**src/rtl/sonar_pkg.sv**
```systemverilog
// Shared types and default constants for the sonar-to-pitch path.
// Optional smoothing is enabled with the SONAR_AVG_EN macro.
package sonar_pkg;

  localparam int DIST_W_DEF      = 9;
  localparam int BASE_TW_DEF     = 10000;
  localparam int STEP_TW_DEF     = 2000;
  localparam int TIMEOUT_CYC_DEF = 10000000;

  typedef logic [DIST_W_DEF-1:0] dist_t;

  typedef enum logic [1:0] {
    IDLE,
    HOLD,
    GLIDE
  } state_t;

endpackage

```
**src/rtl/glide_ramp.sv**
```systemverilog
// Tick divider plus bounded step of a value toward its target.
// Snap loads the target directly and always reports a change.
module glide_ramp
  import sonar_pkg::*;
#(
  parameter int TW_W       = 32,
  parameter int GLIDE_STEP = 64,
  parameter int GLIDE_DIV  = 1000
) (
  input  logic            clk,
  input  logic            rst,
  input  logic [TW_W-1:0] target,
  input  logic            load_snap,
  input  logic            glide_en,
  output logic [TW_W-1:0] value,
  output logic            changed,
  output logic            at_target
);

  localparam int DIV_W =
    (GLIDE_DIV > 1) ? $clog2(GLIDE_DIV) : 1;
  localparam logic [DIV_W-1:0] DIV_TOP =
    DIV_W'(GLIDE_DIV - 1);
  localparam logic [TW_W-1:0] STEP_MAX =
    TW_W'(GLIDE_STEP);

  logic [DIV_W-1:0] div_q;
  logic             tick;
  logic             up;
  logic [TW_W-1:0]  diff;
  logic [TW_W-1:0]  step;

  assign tick      = (div_q == DIV_TOP);
  assign at_target = (value == target);
  assign up        = (target > value);
  assign diff      = up ? (target - value)
                        : (value - target);
  assign step      = (diff > STEP_MAX) ? STEP_MAX
                                       : diff;

  // Free-running glide tick divider.
  always_ff @(posedge clk) begin
    if (rst) begin
      div_q <= '0;
    end else if (tick) begin
      div_q <= '0;
    end else begin
      div_q <= div_q + 1'b1;
    end
  end

  // Current value: snap load or one bounded step per tick.
  always_ff @(posedge clk) begin
    if (rst) begin
      value   <= '0;
      changed <= 1'b0;
    end else begin
      changed <= 1'b0;
      if (load_snap) begin
        value   <= target;
        changed <= 1'b1;
      end else if (glide_en && tick && !at_target) begin
        value   <= up ? (value + step)
                      : (value - step);
        changed <= 1'b1;
      end
    end
  end

endmodule

```
**src/rtl/sonar_pitch_mapper.sv**
```systemverilog
// Sonar distance to DDS tuning word with glide and echo-loss mute.
// Define SONAR_AVG_EN to add moving-average smoothing of samples.
module sonar_pitch_mapper
  import sonar_pkg::*;
#(
  parameter int DIST_W      = DIST_W_DEF,
  parameter int TW_W        = 32,
  parameter int BASE_TW     = BASE_TW_DEF,
  parameter int STEP_TW     = STEP_TW_DEF,
  parameter int DIST_MIN    = 2,
  parameter int DIST_MAX    = 120,
  parameter int GLIDE_STEP  = 64,
  parameter int GLIDE_DIV   = 1000,
  parameter int TIMEOUT_CYC = TIMEOUT_CYC_DEF
`ifdef SONAR_AVG_EN
  ,parameter int AVG_LOG2   = 2
`endif
) (
  input  logic              clk,
  input  logic              rst,
  input  logic [DIST_W-1:0] distance_in,
  input  logic              valid_in,
  output logic [TW_W-1:0]   tuning_word,
  output logic              gate,
  output logic              tw_valid,
  output logic              in_range
);

  localparam int PW   = TW_W + DIST_W;
  localparam int TO_W = $clog2(TIMEOUT_CYC);
  localparam logic [TO_W-1:0] TO_TOP =
    TO_W'(TIMEOUT_CYC - 1);
  localparam logic [DIST_W-1:0] LO = DIST_W'(DIST_MIN);
  localparam logic [DIST_W-1:0] HI = DIST_W'(DIST_MAX);

  state_t            state;
  logic [TO_W-1:0]   to_cnt;
  logic              in_win;
  logic              accept;
  logic              expire;
  logic              acc_v;
  logic              tgt_v;
  logic [DIST_W-1:0] d_eff;
  logic [PW-1:0]     prod;
  logic [TW_W-1:0]   target_r;
  logic              load_snap;
  logic              glide_en;
  logic              at_target;

  assign in_win = (distance_in >= LO) &&
                  (distance_in <= HI);
  assign accept = valid_in && in_win;
  assign expire = (state != IDLE) &&
                  (to_cnt == TO_TOP) && !accept;

  // Accept stage: window check and range flag.
  always_ff @(posedge clk) begin
    if (rst) begin
      in_range <= 1'b0;
      acc_v    <= 1'b0;
    end else begin
      acc_v <= accept;
      if (valid_in) begin
        in_range <= in_win;
      end
    end
  end

`ifdef SONAR_AVG_EN
  localparam int DEPTH = 1 << AVG_LOG2;
  localparam int SUM_W = DIST_W + AVG_LOG2;

  logic [DIST_W-1:0]   avg_buf [DEPTH];
  logic [SUM_W-1:0]    sum_q;
  logic [AVG_LOG2-1:0] ptr_q;
  logic                filled_q;

  // Circular buffer with running sum; first note prefills it.
  always_ff @(posedge clk) begin
    if (rst) begin
      for (int i = 0; i < DEPTH; i++) begin
        avg_buf[i] <= '0;
      end
      sum_q    <= '0;
      ptr_q    <= '0;
      filled_q <= 1'b0;
    end else if (expire) begin
      filled_q <= 1'b0;
    end else if (accept) begin
      if (!filled_q) begin
        for (int i = 0; i < DEPTH; i++) begin
          avg_buf[i] <= distance_in;
        end
        sum_q    <= SUM_W'(distance_in) << AVG_LOG2;
        ptr_q    <= AVG_LOG2'(1);
        filled_q <= 1'b1;
      end else begin
        avg_buf[ptr_q] <= distance_in;
        sum_q <= sum_q - SUM_W'(avg_buf[ptr_q])
                       + SUM_W'(distance_in);
        ptr_q <= ptr_q + 1'b1;
      end
    end
  end

  assign d_eff = sum_q[SUM_W-1:AVG_LOG2];
`else
  logic [DIST_W-1:0] acc_d;

  // Raw accepted sample register.
  always_ff @(posedge clk) begin
    if (rst) begin
      acc_d <= '0;
    end else if (accept) begin
      acc_d <= distance_in;
    end
  end

  assign d_eff = acc_d;
`endif

  assign prod = PW'(BASE_TW) +
                PW'(d_eff) * PW'(STEP_TW);

  // Target stage: linear map, saturating to all-ones.
  always_ff @(posedge clk) begin
    if (rst) begin
      target_r <= '0;
      tgt_v    <= 1'b0;
    end else begin
      tgt_v <= acc_v;
      if (acc_v) begin
        target_r <= (|prod[PW-1:TW_W]) ? '1
                                       : prod[TW_W-1:0];
      end
    end
  end

  assign load_snap = (state == IDLE) && tgt_v;
  assign glide_en  = (state == GLIDE) && !expire;

  glide_ramp #(
    .TW_W       (TW_W),
    .GLIDE_STEP (GLIDE_STEP),
    .GLIDE_DIV  (GLIDE_DIV)
  ) u_ramp (
    .clk       (clk),
    .rst       (rst),
    .target    (target_r),
    .load_snap (load_snap),
    .glide_en  (glide_en),
    .value     (tuning_word),
    .changed   (tw_valid),
    .at_target (at_target)
  );

  // Note FSM with echo-loss timeout.
  always_ff @(posedge clk) begin
    if (rst) begin
      state  <= IDLE;
      gate   <= 1'b0;
      to_cnt <= '0;
    end else if (expire) begin
      state  <= IDLE;
      gate   <= 1'b0;
      to_cnt <= '0;
    end else begin
      if (accept || state == IDLE) begin
        to_cnt <= '0;
      end else begin
        to_cnt <= to_cnt + 1'b1;
      end
      unique case (state)
        IDLE: begin
          if (tgt_v) begin
            state <= HOLD;
            gate  <= 1'b1;
          end
        end
        HOLD: begin
          if (tgt_v && target_r != tuning_word) begin
            state <= GLIDE;
          end
        end
        GLIDE: begin
          if (at_target) begin
            state <= HOLD;
          end
        end
        default: state <= IDLE;
      endcase
    end
  end

endmodule

```
**config.mk**
```make
export PLATFORM = sky130hd
export DESIGN_NAME = sonar_pitch_mapper
export DESIGN_NICKNAME = d
export VERILOG_FILES = /design/src/rtl/sonar_pkg.sv /design/src/rtl/glide_ramp.sv /design/src/rtl/sonar_pitch_mapper.sv
export SDC_FILE = /design/constraint.sdc
export NUM_CORES = 1
export LEC_CHECK = 0
export CORE_MARGIN = 2
export CORE_UTILIZATION = 58
export CTS_BUF_LIST = sky130_fd_sc_hd__clkbuf_8
export CTS_CLUSTER_DIAMETER = 200
export DETAILED_ROUTE_END_ITERATION = 10
export PLACE_DENSITY = 0.8
export SYNTH_ARGS = -nofsm -noshare
export SYNTH_HDL_FRONTEND = slang
export SYNTH_HIERARCHICAL = 1
export SYNTH_SLANG_ARGS = --single-unit
export TNS_END_PERCENT = 30
```
**constraint.sdc**
```tcl
create_clock -name clk -period 7.9 [get_ports clk]
set_input_delay 1.58 -clock clk [delete_from_list [all_inputs] [get_ports clk]]
set_output_delay 1.58 -clock clk [all_outputs]
set_load 0.01 [all_outputs]
```
==> reports/metrics.yaml, run 1 <==
status: "completed"
synth_commonest_cells: "144 x nor2_1, 137 x ha_1, 122 x a21oi_1, 121 x inv_1, 99 x dfxtp_1"
worstMarginPinSlew_ns: 0.9375
wl_per_cell_um: 18.19
critical_path.top_delay_family: "simple AND/OR/NAND/NOR gates"
nets: 1834
hold_viol: 0
start_util_pct: 59.12
max_freq_mhz: 129.8
irDropWorstVdd_mv: 0.1120
grt_max_degree: 67
hp-start: "u_ramp/div_q[0]"
synth_area_um2: 11540
clock_tree.root_cell: "clkbuf_8"
rows: 51
path_class: "reg2reg"
final_max_slew_viol_count: 0
clk_latency_ns: 0.40
holdPathEnd: "u_ramp/div_q[0]"
post-place-cells: 1902
instances_no_fill: 1927
ys_top_cells_by_area: "dfxtp_1 17%, ha_1 15%, xnor2_1 5.8%"
synth_top_cell_by_area: "dfxtp_1"
die_y_um: 145.1
ys_types: 90
slowest_stage: "or4b_4"
min_period_over_period_pct: 97.55
clock_sinks: 99
path_buf_inv: 5
cts_tree: "done"
relSlewSlack_pct: 37.50
r2r-end: "u_ramp/value[31]"
synth_most_common_cell: "nor2_1"
grt_pass1_wl_mm: 55.79
antenna_found_initial: 0
firstDrtPassIters: 5
design_area_um2: 13560
fin_ws_ns: 0.1939
fin_skew_ns: 0.01367
synth_edf_count: 0
avgViaCountPerCell: 6.057
overflow: 0
synth_top_area_share_pct: 17.17
yosys_warnings: 6
ys_ff_latch: 99
numCtsBuffers: 9
cpPeakStageDelay_ns: 0.57
clkTransAtPathRegs_ns: 0.11
fill_cells: 1691
async_reset_ff_share_pct: 0
drcViolationCount: 0
area_growth_pct: 17.43
port_buffers: 46
clockBufferDepth: 2
synthFlopType: "dfxtp_1"
r2r_cells: 36
ant_nets: 0
regToRegSetupSlack_ns: 0.19
fp.coreArea_um2: 19530
arrival_ns: 8.00
syn_inst: 1481
fin_total_pwr_mw: 1.526
holdPathStages: 1
setup_viol: 0
drive_gt1_share_pct: 14.26
end_kind: "flop"
track_usage_pct: 32.36
vias: 11672
min_period_ns: 7.706
dpl.hpwl_mm: 27.63
syn_avg_cell_area_um2: 7.795
diodes: 0
h-tree-depth: 3
p_per_area_nw_per_um2: 112.5
routed_wl_mm: 35.05
cts_hold_buffers: 0
yosysSeqAreaShare_pct: 17.17
drt_iter0_drc: 1013
top_level_ports: 47
leakagePower_nw: 5.891
gp_congestion: 0.9882
placed_cell_area_um2: 13140
r2r-start: "u_ramp/value[31]"
start_kind: "flop"
die_area_um2: 21050
hold_class: "reg2reg"
die_w_um: 145.1
dp_slack_ns: -0.03115
required_ns: 8.20
maxCapViolations: 0
first_global_vias: 11091
cp_max_fo: 5
-- repair_timing --
action | CTS | global route
gates cloned | 0 | 1
hold endpoints to repair | 0 | 0
setup buffers | 0 | 8
endpoints found under the setup margin | 1 | 9
pin swaps | 0 | 12
gates resized for setup | 2 | 37
-- logic make-up (layout without fill, tap and decap cells) --
group	count (synthesis)	in the layout	share of synthesized area, %
AND/OR/NAND/NOR	453	454	20.04
adder cells (fa/ha/maj)	165	165	19.70
multiplexers	23	23	2.016
other	1	36	0.03248
AO/OA/AOI/OAI	425	425	23.90
XOR/XNOR	127	127	9.765
buffers and inverters	188	333	7.381
flip-flops	99	99	17.17
-- how the worst max path moves through the flow --
stage | from | to | slack (ns) | cells past startpoint
3_5_place_dp | u_ramp/value[0] | u_ramp/value[31] | -0.03 | 35
2_1_floorplan | u_ramp/value[17] | u_ramp/value[31] | 0.39 | 34
6_report | u_ramp/value[31] | u_ramp/value[31] | 0.19 | 36
5_1_grt | u_ramp/value[16] | u_ramp/value[24] | -0.07 | 36
4_1_cts | u_ramp/value[0] | u_ramp/value[31] | 0.04 | 35
3_3_place_gp | u_ramp/value[0] | u_ramp/value[31] | 0.22 | 35
-- flip-flops by register name, indices dropped and copies added, names as in the netlist --
signal / count
state: 2
acc_v: 1
u_ramp/div_q: 10
u_ramp/changed: 1
u_ramp/value: 32
to_cnt: 24
acc_d: 9
tgt_v: 1
target_r: 17
gate: 1
in_range: 1
-- layout by cell type, fill, tap and decap left out, types with 10 or more instances in the layout --
cell | Yosys | final
buf_4 | 1 | 148
nor2_1 | 144 | 142
ha_1 | 137 | 136
inv_1 | 121 | 121
a21oi_1 | 122 | 115
dfxtp_1 | 99 | 99
nand2_1 | 88 | 87
o21ai_0 | 92 | 86
xnor2_1 | 77 | 76
a211oi_1 | 64 | 62
xor2_1 | 48 | 48
clkdlybuf4s50_1 | 0 | 45
a21o_1 | 42 | 42
conb_1 | 1 | 36
nand4_1 | 33 | 33
nand3_1 | 33 | 33
fa_1 | 28 | 27
nor3_1 | 23 | 22
nand2b_1 | 21 | 21
mux2i_1 | 21 | 21
and3_1 | 18 | 18
nor4_1 | 16 | 15
a31oi_1 | 15 | 15
nor2b_1 | 15 | 15
clkbuf_8 | 6 | 10
-- per-stage QoR --
stage	hold slack [ns]	TNS (ns)	util, %
detailed placement	0.4513	-0.03115	67.31
global placement	0.4458	0	67.31
CTS	0.4773	0	68.43
finish	0.4726	0	69.43
global route	0.5217	-0.1033	69.43
floorplan	0.4299	0	-
-- power breakdown --
group	switching [mW]	leakage, nW	internal (mW)
clock network	0.209	0.107	0.162
logic	0.367	4.98	0.270
registers	0.00927	0.801	0.508
total	0.585	5.89	0.940
-- per-layer routing --
layer / GRT usage (%) / vias to the layer above / share of wire, % / wire [µm]
met3: 4.371 / 88 / 6.9 / 2418
met5: 0 / - / 0 / 0
met2: 53.62 / 470 / 46 / 16140
met1: 43.16 / 5519 / 43 / 15210
met4: 11.76 / 0 / 3.7 / 1292
li1: - / 5595 / - / -
-- final cells by class --
cell class	instances	area (µm²)	share of cell area (%)
Clock inverter	6	77.57	0.5722
Clock buffer	10	137.6	1.015
Inverter	121	454.2	3.350
Timing Repair Buffer	196	1589	11.72
Multi-Input combinational cell	1230	8985	66.28
Sequential cell	99	1982	14.62
Tap cell	265	331.6	2.446
Power figures use the tool's default switching activity.
==> inputs of run 2 (changes only) <==
--- a/config.mk
+++ b/config.mk
@@ -10,6 +10,7 @@
 export CTS_BUF_LIST = sky130_fd_sc_hd__clkbuf_8
 export CTS_CLUSTER_DIAMETER = 200
 export DETAILED_ROUTE_END_ITERATION = 10
+export GPL_TIMING_DRIVEN = 0
 export PLACE_DENSITY = 0.8
 export SYNTH_ARGS = -nofsm -noshare
 export SYNTH_HDL_FRONTEND = slang
==> run 2 against run 1 <==
  * Combinational power is essentially flat
  * Final cell count shrank 2.0%
  * Die area is the same
  * Non-clock buffer count shrank 37
  * First-iteration DRC count grew 0.30%
  * Register-to-register slack lost 0.12 ns
  * Critical path depth is the same
  * Clock-buffer cell count shrank 1
  * Largest cell class unchanged
==> reports/metrics.yaml, run 2 (same netlist as run 1, synthesis figures left out) <==
min_period_over_period_pct: 99.07
maxCapViolations: 0
regToRegSetupSlack_ns: 0.07
die_area_um2: 21050
hold_viol: 0
fin_skew_ns: 0.01677
die_w_um: 145.1
top_register: "u_ramp/value"
cp_common_cell: "o21ai_1"
dp_slack_ns: -1.444
numCtsBuffers: 9
critical_path.top_delay_family: "compound AO/OA/AOI/OAI gates"
h-tree-depth: 3
min_period_ns: 7.827
p_per_area_nw_per_um2: 110.9
first_global_vias: 10490
p_seq_share_pct: 34.9
end_kind: "flop"
pwr-share-comb_pct: 42.6
hold_class: "reg2reg"
slowest_stage: "or4b_4"
r2r-end: "u_ramp/value[31]"
leakagePower_nw: 5.654
clock_sinks: 99
dpl.hpwl_mm: 26.95
irDropWorstVdd_mv: 0.1161
overflow: 0
antenna_found_initial: 0
largest_reg_flops: 32
relSlewSlack_pct: 37.98
internal_power_uw: 894.9
wl_per_cell_um: 18.72
routed_wl_mm: 35.36
port_buffers: 46
clock_tree.root_cell: "clkbuf_8"
vias: 11607
hp-start: "u_ramp/div_q[0]"
switching_share_pct: 40.27
rows: 51
timing.hold.ws_ns: 0.4895
required_ns: 8.19
setup_viol: 0
ant_nets: 0
clockBufferDepth: 2
mostFrequentLayoutCell: "nor2_1"
fin_ws_ns: 0.07314
area_growth_pct: 17.03
diodes: 0
clk_latency_ns: 0.39
arrival_ns: 8.12
grt_pass1_wl_mm: 53.85
path_class: "reg2reg"
cts_tree: "done"
start_kind: "flop"
reg.largest.list: "u_ramp/value (32), to_cnt (24), target_r (17)"
r2r_cells: 36
p_switching_uw: 603.2
gp_congestion: 1.004
worstMarginPinSlew_ns: 0.9303
fp.coreArea_um2: 19530
track_usage_pct: 31.29
drcViolationCount: 0
avgViaCountPerCell: 6.145
grt_max_degree: 21
holdPathEnd: "u_ramp/div_q[0]"
cp_max_fo: 9
path_buf_inv: 5
drive_gt1_share_pct: 13.49
fin_setup_tns_ns: 0
nets: 1796
status: "completed"
clockPowerShare_pct: 22.6
holdPathStages: 1
final_max_slew_viol_count: 0
clkTransAtPathRegs_ns: 0.11
firstDrtPassIters: 6
top_level_ports: 47
r2r-start: "u_ramp/value[16]"
max_freq_mhz: 127.8
die_y_um: 145.1
cts_hold_buffers: 0
start_util_pct: 59.12
final_cell_mix: "141 x nor2_1, 131 x ha_1, 121 x inv_1, 112 x a21oi_1, 86 x nand2_1"
cpPeakStageDelay_ns: 0.47
drt_iter0_drc: 1016
-- run 2: layout make-up --
class | instances | area, µm²
multi-input combinational | 1229 | 9220
fill | 1701 | 6016
sequential | 99 | 2046
timing repair buffer | 94 | 824.5
inverter | 121 | 454.2
buffer | 65 | 435.4
tap | 265 | 331.6
clock buffer | 9 | 123.9
clock inverter | 7 | 75.07
-- run 2: how the worst max path moves through the flow --
stage / startpoint / to / slack, ns / cells after the start
after floorplan: u_ramp/value[17] / u_ramp/value[31] / 0.39 / 34
after global placement: u_ramp/value[14] / u_ramp/value[31] / -1.35 / 34
after detailed placement: u_ramp/value[14] / u_ramp/value[31] / -1.44 / 34
after CTS: u_ramp/value[16] / u_ramp/value[31] / 0.002 / 34
after global routing: u_ramp/value[16] / u_ramp/value[31] / -0.15 / 36
final: u_ramp/value[16] / u_ramp/value[31] / 0.07 / 36
-- run 2: repair_timing --
action | 4_1_cts | 5_1_grt
resized for setup | 52 | 100
setup buffers | 13 | 35
pin swaps | 12 | 37
endpoints found under the setup margin | 17 | 8
-- run 2: layer usage --
| layer | vias to the layer above | wire, µm | global-route usage, % |
|---|---|---|---|
| met5 | - | 0 | 0 |
| met4 | 0 | 1281 | 12.30 |
| met3 | 100 | 2922 | 4.843 |
| met2 | 520 | 17230 | 53.95 |
| met1 | 5466 | 13920 | 39.24 |
| li1 | 5521 | - | - |
-- run 2: metrics by stage --
| step | instances | area [µm²] | utilization, % | total power [mW] |
|---|---|---|---|---|
| global placement | 1827 | 12470 | 63.85 | 1.071 |
| CTS | 1855 | 12910 | 66.12 | 1.436 |
| global route | 1889 | 13510 | 69.19 | 1.574 |
| finish | 1889 | 13510 | 69.19 | 1.498 |
| detailed placement | 1827 | 12470 | 63.85 | 1.081 |
| floorplan | 1516 | 11680 | - | 0.9496 |
-- run 2: power groups by stage --
stage / clock network [mW] / registers, mW / logic (mW)
finish: 0.338 / 0.522 / 0.638
detailed placement: 0 / 0.537 / 0.545
global route: 0.363 / 0.524 / 0.688
CTS: 0.345 / 0.524 / 0.566
floorplan: 0 / 0.532 / 0.418
global placement: 0 / 0.536 / 0.535
-- run 2: worst reg2reg max path, delay by kind of cell (launching register included) --
family | cells | cell delay, ns
compound gates | 15 | 2.90
fa+ha+maj | 3 | 0.72
flops | 1 | 0.40
simple gates | 12 | 2.78
mux | 1 | 0.32
buf+inv | 5 | 0.64
